==> config.mk <==
export PLATFORM = sky130hd
export DESIGN_NAME = bnn_fc_sched
export DESIGN_NICKNAME = d
export VERILOG_FILES = /design/src/rtl/bnn_pkg.sv /design/src/rtl/bnn_rd_align.sv /design/src/rtl/bnn_fc_sched.sv
export SDC_FILE = /design/constraint.sdc
export NUM_CORES = 1
export LEC_CHECK = 0
export ABC_AREA = 0
export CAP_MARGIN = 20
export CORE_MARGIN = 3
export CORE_UTILIZATION = 42
export CTS_BUF_LIST = sky130_fd_sc_hd__clkbuf_8
export DETAILED_ROUTE_END_ITERATION = 8
export HOLD_SLACK_MARGIN = 0.12
export PLACE_DENSITY = 0.95
export SLEW_MARGIN = 20
export SYNTH_ARGS = -nofsm -noshare
export SYNTH_HDL_FRONTEND = slang
export SYNTH_SLANG_ARGS = --single-unit
==> constraint.sdc <==
create_clock -name clk -period 3.8 [get_ports clk]
set_input_delay 0.76 -clock clk [delete_from_list [all_inputs] [get_ports clk]]
set_output_delay 0.76 -clock clk [all_outputs]
set_load 0.05 [all_outputs]
==> src/rtl/bnn_pkg.sv <==
// -----------------------------------------------------------------------------
// bnn_pkg
// Shared definitions for the binarized fully-connected layer scheduler:
//   - state_t     : scheduler FSM state encoding
//   - WORD_W_DEF  : default packed-bit word width
//   - ACC_W       : width of the signed dot-product accumulator / threshold
//   - min1_clog2  : index width helper that never returns zero
// -----------------------------------------------------------------------------
package bnn_pkg;

  localparam int WORD_W_DEF = 32;
  localparam int ACC_W      = 32;

  typedef enum logic [2:0] {
    S_IDLE,
    S_START,
    S_FETCH,
    S_WAIT,
    S_EMIT,
    S_FIN
  } state_t;

  // Counter width for a range of 'value' entries; a 1-entry range still
  // needs a 1-bit vector so that port and register declarations stay legal.
  function automatic int min1_clog2(input int value);
    return (value > 1) ? $clog2(value) : 1;
  endfunction

endpackage

==> src/rtl/bnn_rd_align.sv <==
// -----------------------------------------------------------------------------
// bnn_rd_align
// Delays the read-enable / last-word qualifiers by one cycle so they line up
// with the 1-cycle-latency memory read data, and gates the operand words to
// zero outside valid word cycles.
// Ports:
//   clk, rst_n            : clock, asynchronous active-low reset
//   rd_en, rd_last        : read issued this cycle / it is the last word
//   a_data, w_data        : activation / weight memory read data
//   word_valid, last_word : qualifiers aligned with the read data
//   a_word, w_word        : operand words, zero when word_valid is low
// -----------------------------------------------------------------------------
module bnn_rd_align #(
  parameter int WORD_W = 32
) (
  input  logic              clk,
  input  logic              rst_n,
  input  logic              rd_en,
  input  logic              rd_last,
  input  logic [WORD_W-1:0] a_data,
  input  logic [WORD_W-1:0] w_data,
  output logic              word_valid,
  output logic              last_word,
  output logic [WORD_W-1:0] a_word,
  output logic [WORD_W-1:0] w_word
);

  // NOTE: sequential state uses non-blocking assignments so every flop
  // samples the pre-edge value of its inputs, independent of block order.
  always_ff @(posedge clk or negedge rst_n) begin
    if (!rst_n) begin
      word_valid <= 1'b0;
      last_word  <= 1'b0;
    end else begin
      word_valid <= rd_en;
      last_word  <= rd_en & rd_last;
    end
  end

  // Memory outputs hold stale data between reads; keep the dot unit inputs
  // clean so nothing downstream depends on idle read data.
  assign a_word = word_valid ? a_data : '0;
  assign w_word = word_valid ? w_data : '0;

endmodule

==> src/rtl/bnn_fc_sched.sv <==
// -----------------------------------------------------------------------------
// bnn_fc_sched
// Scheduler for one binarized fully-connected layer. For each of N_OUT output
// neurons it clears an external dot unit, streams N_WORDS activation/weight
// word pairs from two 1-cycle-latency memories, waits for the dot result and
// emits it together with a thresholded output bit.
// Ports:
//   clk, rst_n                 : clock, asynchronous active-low reset
//   cfg_start, cfg_thr         : start pulse and signed threshold (IDLE only)
//   abort                      : synchronous cancel of a running layer
//   busy, layer_done           : layer in progress / one-cycle completion
//   act_rd_en, act_rd_addr     : activation memory read (address = word k)
//   act_rd_data                : activation data, 1 cycle after act_rd_en
//   w_rd_en, w_rd_addr         : weight memory read (address = n*N_WORDS+k)
//   w_rd_data                  : weight data, 1 cycle after w_rd_en
//   dot_start                  : clears the dot-unit accumulator
//   dot_a_word, dot_w_word     : operand words
//   dot_word_valid, dot_last_word : operand qualifiers
//   dot_done, dot_acc          : dot result handshake from the dot unit
//   out_valid, out_idx, out_bit, out_acc : per-neuron result pulse
// -----------------------------------------------------------------------------
module bnn_fc_sched
  import bnn_pkg::*;
#(
  parameter int WORD_W  = WORD_W_DEF,
  parameter int N_WORDS = 2,
  parameter int N_OUT   = 16,
  parameter int AW      = 16
) (
  input  logic                          clk,
  input  logic                          rst_n,
  input  logic                          cfg_start,
  input  logic signed [ACC_W-1:0]       cfg_thr,
  input  logic                          abort,
  output logic                          busy,
  output logic                          layer_done,
  output logic                          act_rd_en,
  output logic [AW-1:0]                 act_rd_addr,
  input  logic [WORD_W-1:0]             act_rd_data,
  output logic                          w_rd_en,
  output logic [AW-1:0]                 w_rd_addr,
  input  logic [WORD_W-1:0]             w_rd_data,
  output logic                          dot_start,
  output logic [WORD_W-1:0]             dot_a_word,
  output logic [WORD_W-1:0]             dot_w_word,
  output logic                          dot_word_valid,
  output logic                          dot_last_word,
  input  logic                          dot_done,
  input  logic signed [ACC_W-1:0]       dot_acc,
  output logic                          out_valid,
  output logic [min1_clog2(N_OUT)-1:0]  out_idx,
  output logic                          out_bit,
  output logic signed [ACC_W-1:0]       out_acc
);

  localparam int IDX_W = min1_clog2(N_OUT);
  localparam int KW    = min1_clog2(N_WORDS);

  localparam logic [KW-1:0]    K_LAST = KW'(N_WORDS - 1);
  localparam logic [IDX_W-1:0] N_LAST = IDX_W'(N_OUT - 1);

  // Every weight word must be addressable without wrap-around.
  localparam longint ADDR_SPACE = longint'(1) << AW;
  if (longint'(N_OUT) * longint'(N_WORDS) > ADDR_SPACE) begin : g_addr_check
    $error("bnn_fc_sched: N_OUT*N_WORDS exceeds the AW-bit address space");
  end

  state_t                   state;
  logic signed [ACC_W-1:0]  thr;
  logic [IDX_W-1:0]         n;
  logic [KW-1:0]            k;
  logic                     rd_en;
  logic                     rd_last;

  assign act_rd_en   = rd_en;
  assign w_rd_en     = rd_en;
  assign act_rd_addr = AW'(k);
  assign w_rd_addr   = AW'(AW'(n) * AW'(N_WORDS) + AW'(k));
  assign rd_last     = (k == K_LAST);

  // Outputs are registered on the transition into the state that owns them,
  // so dot_start is high during START, rd_en during FETCH, out_valid during
  // EMIT and layer_done during FIN.
  always_ff @(posedge clk or negedge rst_n) begin
    if (!rst_n) begin
      state      <= S_IDLE;
      thr        <= '0;
      n          <= '0;
      k          <= '0;
      busy       <= 1'b0;
      layer_done <= 1'b0;
      rd_en      <= 1'b0;
      dot_start  <= 1'b0;
      out_valid  <= 1'b0;
      out_idx    <= '0;
      out_bit    <= 1'b0;
      out_acc    <= '0;
    end else begin
      dot_start  <= 1'b0;
      out_valid  <= 1'b0;
      layer_done <= 1'b0;

      if (abort && (state != S_IDLE)) begin
        // Pending pulses were already defaulted low above; a dot_done that
        // trails the abort lands in IDLE and is ignored there.
        state <= S_IDLE;
        busy  <= 1'b0;
        rd_en <= 1'b0;
      end else begin
        case (state)
          S_IDLE: begin
            if (cfg_start) begin
              thr       <= cfg_thr;
              n         <= '0;
              busy      <= 1'b1;
              dot_start <= 1'b1;
              state     <= S_START;
            end
          end
          S_START: begin
            k     <= '0;
            rd_en <= 1'b1;
            state <= S_FETCH;
          end
          S_FETCH: begin
            if (rd_last) begin
              rd_en <= 1'b0;
              state <= S_WAIT;
            end else begin
              k <= k + 1'b1;
            end
          end
          S_WAIT: begin
            if (dot_done) begin
              // Compare against dot_acc directly: it is the value out_acc
              // holds during EMIT, so out_bit matches out_acc >= thr.
              out_acc   <= dot_acc;
              out_bit   <= (dot_acc >= thr);
              out_idx   <= n;
              out_valid <= 1'b1;
              state     <= S_EMIT;
            end
          end
          S_EMIT: begin
            if (n == N_LAST) begin
              layer_done <= 1'b1;
              state      <= S_FIN;
            end else begin
              n         <= n + 1'b1;
              dot_start <= 1'b1;
              state     <= S_START;
            end
          end
          S_FIN: begin
            busy  <= 1'b0;
            state <= S_IDLE;
          end
          default: state <= S_IDLE;
        endcase
      end
    end
  end

  bnn_rd_align #(
    .WORD_W (WORD_W)
  ) u_rd_align (
    .clk        (clk),
    .rst_n      (rst_n),
    .rd_en      (rd_en),
    .rd_last    (rd_last),
    .a_data     (act_rd_data),
    .w_data     (w_rd_data),
    .word_valid (dot_word_valid),
    .last_word  (dot_last_word),
    .a_word     (dot_a_word),
    .w_word     (dot_w_word)
  );

endmodule

* After elaboration in Yosys (flattened, before gate mapping)
Index checks and enable logic that the tools add are counted.
** Storage, ports and cells
- Input bits :: 133
- Register bits :: 84
- Output and inout port bits :: 141
- Logic and storage cells :: 74
** Cells by class
- Equal/unequal tests :: 11
- Magnitude comparators :: 1
- $add $sub $neg :: 3
- Mux-type cells :: 29
- Reductions and logical operators :: 14
- Bitwise logic cells :: 2
** Operators by type and width (number)
- $mux 32 :: 2
- $ge 32x32->1 :: 1
- $mux 3 :: 5
- $pmux 3 s5 :: 1
- $mux 1 :: 14
- $ne 3x3->1 const B :: 3
- $reduce_and 3->1 :: 3
- $reduce_bool 3->1 :: 3
- $mux 4 :: 2
- $pmux 1 s2 :: 4
- $pmux 4 s2 :: 1
- $add 5x1->6 :: 1
- $eq 3x2->1 const B :: 2
- $eq 3x3->1 const B :: 2
- $reduce_and 2->1 :: 3
- $add 4x1->4 const B :: 1
- $eq 4x4->1 const B :: 1
- $ne 2x2->1 const B :: 2
- $reduce_and 4->1 :: 1
- $reduce_bool 2->1 :: 2
- $eq 3x1->1 const B :: 1
- $logic_not 3->1 :: 1
- $add 1x1->1 const B :: 1
- $and 1x1->1 :: 1
- other kinds (2) :: 2

* Logic depth before layout (Yosys ltp)
Gate-level depths: netlist of the first run.
- Word-level depth :: 4
- Gate-level depth with buffers :: 8
- Depth with buffers taken out :: 8

* Hierarchy
From an unflattened synthesis of the first run, not the netlist that was laid out.
** Second synthesis, totals
- Cell total of the unflattened synthesis :: 474
- Area total of the unflattened synthesis :: 4752.1 um^2
** Modules (own cells, without submodules)
- bnn_fc_sched :: instances 1, area an instance 4185.3 um^2, cells an instance 401
- bnn_rd_align :: instances 1, area an instance 566.8 um^2, cells an instance 73

* Least setup slack after synthesis of the first run
OpenSTA, ideal clock, no wires.
- Path type :: register to output
- Start :: reg u_rd_align.word_valid
- End :: out dot_a_word[0]
- Setup slack :: 1.495 ns
- Buffers on the path :: 2
- Cell stages (with the launch flop) :: 4
- Required time :: 3.040 ns
- Arrival time :: 1.545 ns
- Cells stage by stage :: dfrtp_1 -> clkbuf_1 -> clkbuf_1 -> and2_1
** Between the ends
- Longest elaborated chain between the ends :: 1
** Ends and longest elaborated chain
- start, declared :: line bnn_rd_align.sv:22 : output logic word_valid,
- start signal, assigned :: line bnn_rd_align.sv:35 : word_valid <= rd_en;
- $mux 32 :: line bnn_rd_align.sv:42 : assign a_word = word_valid ? a_data : '0;
- end, declared :: line bnn_fc_sched.sv:44 : output logic [WORD_W-1:0] dot_a_word,
Every way passes these cells.

* Final worst setup path of the first run
- Start :: in w_rd_data[28]
- End :: out dot_w_word[28]
** Between the ends
- Longest elaborated chain between the ends :: 1
** Ends and longest elaborated chain
- start, declared :: line bnn_fc_sched.sv:42 : input logic [WORD_W-1:0] w_rd_data,
- $mux 32 :: line bnn_rd_align.sv:43 : assign w_word = word_valid ? w_data : '0;
- end, declared :: line bnn_fc_sched.sv:45 : output logic [WORD_W-1:0] dot_w_word,
Every way passes these cells.

==> results of run 1 <==
==> power by group <==
| part | internal (mW) | total, mW | switching, mW |
|---|---|---|---|
| registers | 1.28 | 1.49 | 0.212 |
| clock network | 0.261 | 0.603 | 0.342 |
| logic | 1.28 | 3.79 | 2.51 |
==> metal layers <==
metal | up-vias | track usage [%]
li1 | 2137 | -
met1 | 2061 | 30.59
met2 | 169 | 42.26
met3 | 8 | 6.413
met4 | 0 | 4.947
met5 | - | 0
==> flip-flops by register name, summed over array words and instances (netlist names) <==
register,count
out_valid,1
out_idx,4
act_rd_en,1
dot_start,1
thr,32
k,1
layer_done,1
busy,1
n,4
u_rd_align.last_word,1
u_rd_align.word_valid,1
out_bit,1
state,3
out_acc,32
==> cell usage in the layout, fill, tap and decap left out, types with 9 or more instances in the layout <==
cell / count
clkdlybuf4s50_1: 244
nand2_1: 147
dfrtp_1: 84
and2_1: 65
o21ai_0: 40
inv_1: 35
ha_1: 33
conb_1: 26
a21oi_1: 14
nor2_1: 13
clkbuf_8: 10
buf_4: 9
==> logic make-up (layout without fill, tap and decap cells) <==
family,count (synthesis),count (layout)
mux,3,3
simple gates,253,253
xor+xnor,3,3
flops,84,84
fa+ha+maj,33,33
compound gates,70,70
buf+inv,89,305
other cells,1,26
==> through the flow <==
stage                     instances  worst slack (ns)  hold WS (ns)  utilization, %  area [sq um]
after global routing            913            0.7225        0.5102           69.02          7317
after CTS                       913            0.7319        0.4849           69.02          7317
final                           913            0.7444        0.4798           69.02          7317
after detailed placement        897            0.7319        0.4613           67.26          7131
after global placement          897            0.7261        0.4572           67.26          7131
after floorplan                 561             1.495        0.4644               -          4776
==> worst max-delay path: stages <==
cell and delay, ns:
clkdlybuf4s50_1 0.47, and2_1 0.21, clkdlybuf4s50_1 0.85
==> Yosys cell counts, types with 4 or more instances <==
cell and count:
ha_1 33, buf_2 5, buf_1 4, o21ai_0 40, inv_1 35, nand4_1 8, and2_1 65, clkbuf_1 12
nor2_1 13, nand2_1 147, buf_4 32, a21oi_1 14, nand3_1 6, dfrtp_1 84
==> worst min path at each step <==
stage | start | end | slack, ns | depth (start not counted)
6_report | out_acc[14] | out_acc[14] | 0.48 | 2
3_5_place_dp | out_acc[14] | out_acc[14] | 0.46 | 2
4_1_cts | out_acc[14] | out_acc[14] | 0.48 | 2
3_3_place_gp | out_acc[14] | out_acc[14] | 0.46 | 2
5_1_grt | out_acc[28] | out_acc[28] | 0.51 | 2
2_1_floorplan | rst_n | act_rd_en | 0.46 | 0
==> area by class of cell <==
class / count / area [sq um]
Multi-Input combinational cell: 388 / 2213
Fill cell: 839 / 3284
Sequential cell: 84 / 2102
Tap cell: 136 / 170.2
Inverter: 36 / 135.1
Clock inverter: 6 / 48.80
Clock buffer: 10 / 137.6
Timing Repair Buffer: 253 / 2510
==> flow_metrics.py, run 1 <==
metrics = {
    "synth": {
        "synth.distinct_cells": 47,
        "synth_seq_cells": 84,
        "synth_compound_area_share_pct": 8.872,
        "synth.area.top_cells": "dfrtp_1, nand2_1, ha_1",
        "synth_top_area_share_pct": 44.90,
        "syn_avg_cell_area_sq_um": 8.735,
        "synthAdderAreaFrac_pct": 8.819,
        "synth_edf_count": 0,
        "syn-cell-area_sq_um": 4682,
        "async_reset_ff_share_pct": 100.0,
        "synth_top_cell_by_area": "dfrtp_1",
        "ys.flop_type": "dfrtp_1",
        "syn_inst": 536,
        "synthSimpleGateAreaFrac_pct": 26.27,
        "synth_xor_area_share_pct": 0.5612,
        "ys_seq_area_share_pct": 44.90,
        "synthMuxAreaShare_pct": 0.6681,
        "yosysWarnings": 0,
        "synth_top_family_by_area": "simple AND/OR/NAND/NOR gates",
    },
    "sta": {
        "setup_violations": 0,
        "worst_pin_slew_ns": 0.8732,
        "period_share_pct": 80.41,
        "setup_tns_ns": 0,
        "finalHoldViolCount": 0,
        "period_needed_ns": 3.056,
        "final.setup_skew_ns": 0.01297,
        "fmax_mhz": 327.3,
        "relSlewSlack_pct": 41.79,
        "rsz0062_at_grt": "false",
        "finalMaxSlewViolations": 0,
    },
    "cts": {
        "postCtsHoldBufs": 0,
        "clk_path_buf_depth": 2,
        "insertion_delay_ns": 0.35,
        "cts_buffers": 9,
        "path_clk_slew_ns": 0.09,
        "cts_resized": 0,
        "post_cts_buffers": 0,
        "cts-root-buf": "clkbuf_8",
        "htree_levels": 3,
        "cts.sinks": 84,
        "cts_tree": "yes",
    },
    "setup_path": {
        "crit_path_end_kind": "output pin",
        "rrSetupSlack_ns": 1.57,
        "r2r_cells": 6,
        "startpoint": "w_rd_data[28]",
        "worstReg2RegStart": "state[1]",
        "required_ns": 3.04,
        "worstPathMaxFanout": 1,
        "endpoint": "dot_w_word[28]",
        "rr_endpoint": "out_bit",
        "crit_type": "primary input to output pin",
        "cp.arrival_ns": 2.30,
        "crit_path_start_kind": "primary input",
    },
    "die": {
        "coreArea_sq_um": 10600,
        "die-area_sq_um": 12450,
        "rows": 37,
        "start_util_pct": 44.16,
        "die_h_microns": 111.6,
        "ios": 274,
        "die_w_microns": 111.6,
    },
    "worst_hold_path": {
        "hp-class": "flip-flop to flip-flop",
    },
    "drt": {
        "routedWlPerCell_microns": 16.88,
        "routedLengthMet1_mm": 6.548,
        "via_per_inst": 4.792,
        "vias": 4375,
        "final_antenna_net_count": 0,
        "top_layer": "met4",
        "drc": 0,
        "wl_met2_mm": 7.633,
        "first_pass_iters": 4,
        "drt_iter0_drc": 258,
        "routed-wl-met3_mm": 1.091,
        "wl_mm": 15.41,
    },
    "grt": {
        "grt_pass1_vias": 4361,
        "grt_start_max_net_pins": 69,
        "overflow": 0,
        "antenna_found_initial": 0,
        "grt_pass1_wl_mm": 23.84,
        "grt_usage_pct": 24.28,
    },
    "placement": {
        "gp_congestion": 0.8623,
        "port_buffers": 247,
        "dpl.hpwl_mm": 12.35,
    },
    "finish": {
        "num-nets-final": 938,
        "diodes": 0,
        "drive_above_1_share_pct": 4.762,
        "area_growth_pct": 56.28,
    },
    "job": {
        "cap_violations": 0,
    },
    "run_status": {
        "status": "completed",
    },
    "power_and_ir_drop": {
        "power.density_nw_per_um2": 804.1,
        "total_power_mw": 5.883,
        "leakage_nw": 3.390,
        "peakVddDrop_mv": 0.4778,
    },
}
Power figures use the tool's default switching activity.
==> run 2, diff against run 1 <==
--- a/config.mk
+++ b/config.mk
@@ -8,11 +8,11 @@
 export ABC_AREA = 0
 export CAP_MARGIN = 20
 export CORE_MARGIN = 3
-export CORE_UTILIZATION = 42
+export CORE_UTILIZATION = 39
 export CTS_BUF_LIST = sky130_fd_sc_hd__clkbuf_8
 export DETAILED_ROUTE_END_ITERATION = 8
 export HOLD_SLACK_MARGIN = 0.12
-export PLACE_DENSITY = 0.95
+export PLACE_DENSITY = 0.92
 export SLEW_MARGIN = 20
 export SYNTH_ARGS = -nofsm -noshare
 export SYNTH_HDL_FRONTEND = slang
==> constraint.sdc (replaced) <==
create_clock -name clk -period 3.1 [get_ports clk]
set_input_delay 0.62 -clock clk [delete_from_list [all_inputs] [get_ports clk]]
set_output_delay 0.62 -clock clk [all_outputs]
set_load 0.05 [all_outputs]
==> run 2 against run 1 <==
  * Register-to-register slack lost 0.53 ns
  * Largest power group unchanged
  * Critical path type is now primary input to flip-flop
  * Worst hold slack worse by 0.20 ns
  * Core utilization down 6.6 points
  * Sequential share of layout area increased by 0.41 points
  * Clock power is 42% higher
==> flow_metrics.py, run 2 (same netlist as run 1, synthesis figures left out) <==
metrics = {
    "die": {
        "start_util_pct": 40.48,
        "die_w_microns": 115.6,
        "ios": 274,
        "die_h_microns": 115.6,
        "coreArea_sq_um": 11560,
        "die-area_sq_um": 13360,
        "rows": 39,
    },
    "grt": {
        "antenna_found_initial": 0,
        "grt_pass1_vias": 4301,
        "grt_start_max_net_pins": 65,
        "grt_pass1_wl_mm": 21.85,
        "grt_usage_pct": 20.91,
        "overflow": 0,
    },
    "finish": {
        "fillers": 985,
        "drive_above_1_share_pct": 12.72,
        "multi_input_area_sq_um": 2213,
        "largestRegisters": "out_acc x32, thr x32",
        "final_cell_mix": "clkdlybuf4s50_1, nand2_1, dfrtp_1",
        "area_growth_pct": 54.09,
        "seqCellArea_sq_um": 2102,
        "num-nets-final": 940,
        "mostFrequentLayoutCell": "clkdlybuf4s50_1",
        "diodes": 0,
        "post-route-util_pct": 62.38,
    },
    "run_status": {
        "status": "completed",
    },
    "setup_path": {
        "path_cells": "clkdlybuf4s50_1 -> ha_1 -> a21oi_1 -> nand2_1 -> a221oi_1 -> nor3b_2 -> a2111oi_0 -> a311oi_1",
        "rrSetupSlack_ns": 1.04,
        "crit_type": "primary input to flip-flop",
        "crit_path_end_kind": "flip-flop",
        "slowest_delay_ns": 0.43,
        "cp.arrival_ns": 2.62,
        "worstPathMaxFanout": 3,
        "crit_path_start_kind": "primary input",
        "critical-path-slowest-cell": "clkdlybuf4s50_1",
        "required_ns": 3.33,
    },
    "power_and_ir_drop": {
        "power_frac_comb_pct": 62.5,
        "leakage_nw": 3.522,
        "clkPwrFrac_pct": 11.9,
        "peakVddDrop_mv": 0.6631,
        "p_sw_mw": 3.664,
        "sw_frac_of_total_pct": 50.94,
        "p_int_mw": 3.528,
        "power.density_nw_per_um2": 996.9,
        "pwr-share-seq_pct": 25.6,
    },
    "drt": {
        "routedWlPerCell_microns": 15.53,
        "first_pass_iters": 4,
        "drc": 0,
        "wl_mm": 14.31,
        "drt_iter0_drc": 210,
        "via_per_inst": 4.697,
        "vias": 4326,
        "final_antenna_net_count": 0,
    },
    "sta": {
        "rsz0062_at_grt": "false",
        "final.setup_skew_ns": 0.01116,
        "finalMaxSlewViolations": 0,
        "worst_pin_slew_ns": 0.6333,
        "setup_violations": 0,
        "period_needed_ns": 2.389,
        "finalHoldWorstSlack_ns": 0.2802,
        "setup_tns_ns": 0,
        "finalHoldViolCount": 0,
        "period_share_pct": 77.07,
        "relSlewSlack_pct": 57.78,
        "fmax_mhz": 418.6,
    },
    "cts": {
        "htree_levels": 3,
        "cts_tree": "yes",
        "clk_path_buf_depth": 2,
        "path_clk_slew_ns": 0.08,
        "cts_buffers": 9,
        "cts_resized": 0,
        "postCtsHoldBufs": 0,
        "cts.sinks": 84,
        "post_cts_buffers": 0,
        "cts-root-buf": "clkbuf_8",
        "insertion_delay_ns": 0.36,
    },
    "worst_hold_path": {
        "hp-class": "primary input to async pin",
    },
    "job": {
        "cap_violations": 0,
    },
    "placement": {
        "port_buffers": 247,
        "dpl.hpwl_mm": 11.43,
        "gp_congestion": 0.8234,
    },
}
## run 2: cell types whose count changed in the layout (fill, tap and decap cells not counted)
cell,previous run,this run
clkdlybuf4s50_1,244,182
inv_8,1,0
bufinv_16,0,2
clkinvlp_4,2,0
buf_4,9,73
inv_1,35,36
clkinv_4,2,1
## run 2: per-layer routing
layer  global-route usage (%)  part of all wire (%)  vias to the layer above
li1                         -                     -                     2145
met1                    25.12                    41                     1989
met2                    37.11                    51                      171
met3                    4.334                   7.1                       21
met4                    7.355                   1.7                        0
met5                        0                     0                        -
## run 2: critical path: cells and delay by family
family,cells,cell delay (ns)
simple gates,2,0.15
buf+inv,1,0.43
fa+ha+maj,1,0.34
compound gates,4,1.09
## run 2: area by class of cell
cell class              instances  share of cell area (%)
repair buffers                255                   32.85
multi-input cells             388                   30.68
flip-flops and latches         84                   29.14
well taps                     143                   2.480
clock buffers                  10                   1.908
inverters                      36                   1.873
clock inverters                 5                   1.075
## run 2: per-stage QoR
stage          cell area [sq um]  power, mW  instances  setup slack [ns]
6_report                    7214      7.192        921            0.7108
5_1_grt                     7214      7.637        921            0.5802
4_1_cts                     7214      7.251        921            0.7344
3_5_place_dp                6999      6.379        906            0.3493
3_3_place_gp                6999      6.285        906            0.4266
2_1_floorplan               4776      4.942        561            0.9352
## run 2: worst paths after layout
kind | startpoint | to | cells after the start
min | rst_n | thr[4] | 1
min reg2reg | out_acc[30] | out_acc[30] | 2
max | dot_acc[10] | out_bit | 8
max reg2reg | thr[5] | out_bit | 8
min in group clk | out_acc[30] | out_acc[30] | 2
max in group asynchronous | rst_n | thr[1] | 2
## run 2: power groups by stage
stage	registers, mW	clock network, mW	logic, mW
floorplan	2.73	0	2.21
global placement	1.84	0	4.45
detailed placement	1.86	0	4.52
CTS	1.84	0.873	4.54
global route	1.90	0.921	4.82
finish	1.84	0.856	4.50
